[config.mk]
export PLATFORM = sky130hd
export DESIGN_NAME = stream2ram
export DESIGN_NICKNAME = d
export VERILOG_FILES = /design/src/rtl/stream2ram.sv
export SDC_FILE = /design/constraint.sdc
export NUM_CORES = 1
export LEC_CHECK = 0
export ABC_AREA = 1
export CAP_MARGIN = 20
export CORE_MARGIN = 1
export CORE_UTILIZATION = 40
export CTS_CLUSTER_SIZE = 24
export DETAILED_ROUTE_END_ITERATION = 8
export DONT_BUFFER_PORTS = 1
export REMOVE_ABC_BUFFERS = 1
export SYNTH_ARGS = -nofsm -noshare
export SYNTH_HDL_FRONTEND = slang
export SYNTH_SLANG_ARGS = --single-unit
[constraint.sdc]
create_clock -name clk -period 2.7 [get_ports clk]
set_clock_uncertainty 0.2 [all_clocks]
set_input_delay 0.54 -clock clk [delete_from_list [all_inputs] [get_ports clk]]
set_output_delay 0.54 -clock clk [all_outputs]
set_load 0.05 [all_outputs]
[src/rtl/stream2ram.sv]
`timescale 1ns/1ps
`default_nettype none
// ============================================================================
// Module   : stream2ram
// Purpose  : Writes a valid/ready word stream into a ping-pong RAM and
//            announces each filled bank to the drain stage.
// Revision : 1.0 - initial release
// ============================================================================
module stream2ram #(
  parameter int DW = 8,
  parameter int BW = 9,
  parameter int AW = BW + 1
) (
  input  logic          clk,
  input  logic          rst,
  input  logic [DW-1:0] din,
  input  logic          din_valid,
  output logic          din_ready,
  input  logic          flush,
  output logic          ram_we,
  output logic [AW-1:0] ram_addr,
  output logic [DW-1:0] ram_din,
  output logic          bank_ready,
  output logic          bank_id,
  output logic [BW:0]   bank_len,
  input  logic          rd_done,
  input  logic          rd_bank,
  output logic          ovf
);

  typedef enum logic [1:0] {
    FILL    = 2'd0,
    PUBLISH = 2'd1,
    WAIT    = 2'd2
  } state_t;

  state_t        state, state_nx;
  logic          wr_bank, wr_bank_nx;
  logic [BW-1:0] offset, offset_nx;
  logic [BW:0]   len_r, len_nx;
  logic [1:0]    busy, busy_nx;
  logic          accept;
  logic          last_word;

  // In FILL the bank being written is never busy, so this only gates on state.
  assign din_ready = (state == FILL) && !busy[wr_bank];
  assign accept    = din_valid && din_ready;
  assign last_word = (offset == {BW{1'b1}});

  always_comb begin
    state_nx   = state;
    wr_bank_nx = wr_bank;
    offset_nx  = offset;
    len_nx     = len_r;
    busy_nx    = busy;
    if (rd_done) busy_nx[rd_bank] = 1'b0;
    case (state)
      FILL: begin
        if (accept) offset_nx = offset + BW'(1);
        if ((accept && (last_word || flush)) || (flush && !accept && (offset != '0))) begin
          state_nx         = PUBLISH;
          len_nx           = {1'b0, offset} + (BW+1)'(accept);
          // Assigned after the rd_done clear so a simultaneous set wins.
          busy_nx[wr_bank] = 1'b1;
        end
      end
      PUBLISH: begin
        wr_bank_nx = ~wr_bank;
        offset_nx  = '0;
        state_nx   = busy[~wr_bank] ? WAIT : FILL;
      end
      WAIT: begin
        if (!busy[wr_bank]) state_nx = FILL;
      end
      default: state_nx = FILL;
    endcase
  end

  always_ff @(posedge clk) begin
    if (rst) begin
      state      <= FILL;
      wr_bank    <= 1'b0;
      offset     <= '0;
      len_r      <= '0;
      busy       <= '0;
      ram_we     <= 1'b0;
      ram_addr   <= '0;
      ram_din    <= '0;
      bank_ready <= 1'b0;
      bank_id    <= 1'b0;
      bank_len   <= '0;
      ovf        <= 1'b0;
    end else begin
      state      <= state_nx;
      wr_bank    <= wr_bank_nx;
      offset     <= offset_nx;
      len_r      <= len_nx;
      busy       <= busy_nx;
      ram_we     <= accept;
      if (accept) begin
        ram_addr <= {wr_bank, offset};
        ram_din  <= din;
      end
      bank_ready <= (state == PUBLISH);
      if (state == PUBLISH) begin
        bank_id  <= wr_bank;
        bank_len <= len_r;
      end
      if (din_valid && !din_ready) ovf <= 1'b1;
    end
  end

endmodule
`default_nettype wire

==> metrics.csv <==
metric,value,unit
p_leak,0.00104,µW
cap_viol_max_count,0,
critPathRequiredTime,1.96,ns
grt_pass1_vias,1750,
globalplace.congestion,0.800,
antenna_found_initial,0,
rsz0062_at_grt,false,
hpwl,3400,µm
crit_start,state[1]$_SDFFE_PP0P_,
powerDensity,767,nW/µm²
r2r_start,offset[0]$_SDFFE_PP0P_,
netlist_top_cells_area,"dfxtp_1 49%, nand2_1 9.6%, nor2_1 7.0%, a21oi_1 5.2%, nand3_1 3.7%",
synthMuxAreaShare,0,%
multiInputGateArea,1020,µm²
grt_usage,17.0,%
vias,1840,
firstDrtPassIters,4,
fp.coreArea,5540,µm²
finalSetupViolations,0,
fin_util,44.0,%
relSlewSlack,49.1,%
min_period,2.18,ns
hold_viol,0,
cts_resized,0,
io_pins,47,
clock_sinks,56,
synth-simple-area-share,26.6,%
die-area,6060,µm²
synthAdderAreaFrac,2.18,%
cts_max_path_buffers,2,
status,"finished, final reports clean",
final-seq-area,1120,µm²
r2r_cells,10,
seq_area_frac_synth,48.7,%
synth_top_area_share,48.7,%
rows,27,
start_util,41.5,%
hold_depth,1,
num-fill-cells,563,
ctsHoldBuffers,0,
rrSetupSlack,0.68,ns
cp_max_fo,4,
fin_nets,313,
report.final.slew_viol_count,0,
cts_made_buffers,5,
hold_start,rst,
drive_gt1_share,9.12,%
synth_xor_area_share,0.762,%
start_kind,flop,
grt_overflow,0,
avgSynthCellArea,7.74,µm²
drc_errors,0,
peakVddDrop,0.300,mV
synthCells,297,
io_buffers,0,
yosys.area.top_type,dfxtp_1,
clk_latency,0.31,ns
cpPeakStageDelay,0.34,ns
cts_tree,yes,
chipWidth,77.8,µm
area_delta_synth_final,5.98,%
grt_pass1_wl,8010,µm
vias_per_cell,5.00,
end_kind,output port,
setup_tns,0,ns
min_path_type,in2reg,
drtIter0Drc,102,
holdWs,0.0814,ns
finalCritPeriodShare,80.8,%
synthDistinctLibCells,28,
place_inst,360,
final_cells,368,
clkTransAtPathRegs,0.09,ns
dieHeight,77.8,µm
synth_top_family_by_area,simple AND/OR/NAND/NOR gates,
h-tree-depth,2,
tightestPinTransition,0.763,ns
ys_warn_count,0,
synth-compound-area-share,14.7,%
synth_area,2300,µm²
fmax,458,MHz
crit_arrival,1.44,ns
ys_ff_latch,56,
post_drt_wl_per_cell,12.7,µm
cp_cell_sequence,nor2_2 -> inv_1 -> nor2_1 -> buf_4,
post_cts_buffers,0,
routed_wl,4680,µm
grt_max_degree,36,
slowest_stage,dfxtp_1,
cts_root_buffer,clkbuf_8,
ant_nets,0,
critical_path_class,reg2out,
antenna_cells,0,
cells by family (layout without fill, tap and decap cells):
family,count (synthesis),after routing
DFF,56,56
and+or+nand+nor,137,137
xor gates and xnor gates,2,2
adders and majority gates,4,4
buffers and inverters,38,37
AOI/OAI and AO/OA,60,60
per-stage QoR:
step,power (µW),area [µm²],setup WS [ns]
after floorplan,1340,2230,0.649
after global placement,1420,2350,0.717
after detailed placement,1420,2350,0.677
after CTS,1890,2440,0.496
after global routing,1990,2440,0.414
final,1870,2440,0.519
worst max-delay path: cells and delay by family (launching register included):
family	cells	cell delay, ns
and+or+nand+nor	2	0.44
DFF	1	0.34
buffers and inverters	2	0.35
synth_stat cells:
cell type,n
nand4_1,2
buf_6,1
nand2_1,59
nand3_4,1
nand2_2,4
o211ai_1,1
inv_2,5
a211oi_2,1
inv_1,21
a21oi_1,24
buf_2,7
a22o_1,7
nand3_1,17
ha_1,4
clkbuf_1,3
xnor2_1,1
nor2_2,4
nor2_8,1
o21ai_0,15
xor2_1,1
nand3_2,2
buf_4,1
nor2_1,43
o21ai_1,11
o22ai_1,1
dfxtp_1,56
nor3_1,3
nand3b_1,1
layer usage:
layer / vias to the layer above / wire length, µm / GRT usage (%)
met1: 821 / 2070 / 19.6
li1: 960 / - / -
met5: - / 0 / 0
met3: 6 / 308 / 6.00
met2: 53 / 2220 / 28.6
met4: 0 / 76 / 6.42
path summary, 6_finish.rpt:
kind | endpoint
worst max register to register | busy[1]$_SDFF_PP0_
worst min register to register | bank_len[7]$_SDFFE_PP0P_
worst max-delay path | din_ready
worst min-delay path | ram_addr[8]$_SDFFE_PP0P_
layout make-up:
type	instances	share of cell area, %
clock buffers	8	3.70
inverters	26	4.00
multi-input cells	203	41.7
flip-flops and latches	56	46.0
well taps	72	3.70
repair buffers	3	0.924
layout by cell type (no fill, tap or decap), drive strengths merged:
master and count:
o21ai 26, ha 4, nor2 48, clkbuf 8, nor3 3, a211oi 1, nand3b 1, nand3 20
nand2 63, a22o 7, o22ai 1, dfxtp 56, nand4 2, o211ai 1, xnor2 1, inv 26
xor2 1, a21oi 24, buf 3
power by group:
part           switching (µW)  internal [µW]  leakage (µW)
clock                     262            210     0.0000455
combinational             199           98.9      0.000536
sequential                197            903      0.000458
flip-flops by register name (all words and copies together) (netlist names):
register	cells
bank_id	1
bank_len	10
bank_ready	1
busy	2
len_r	10
offset	9
ovf	1
ram_addr	10
ram_din	8
ram_we	1
state	2
wr_bank	1
Note: power is estimated with default switching activity, not from simulation.
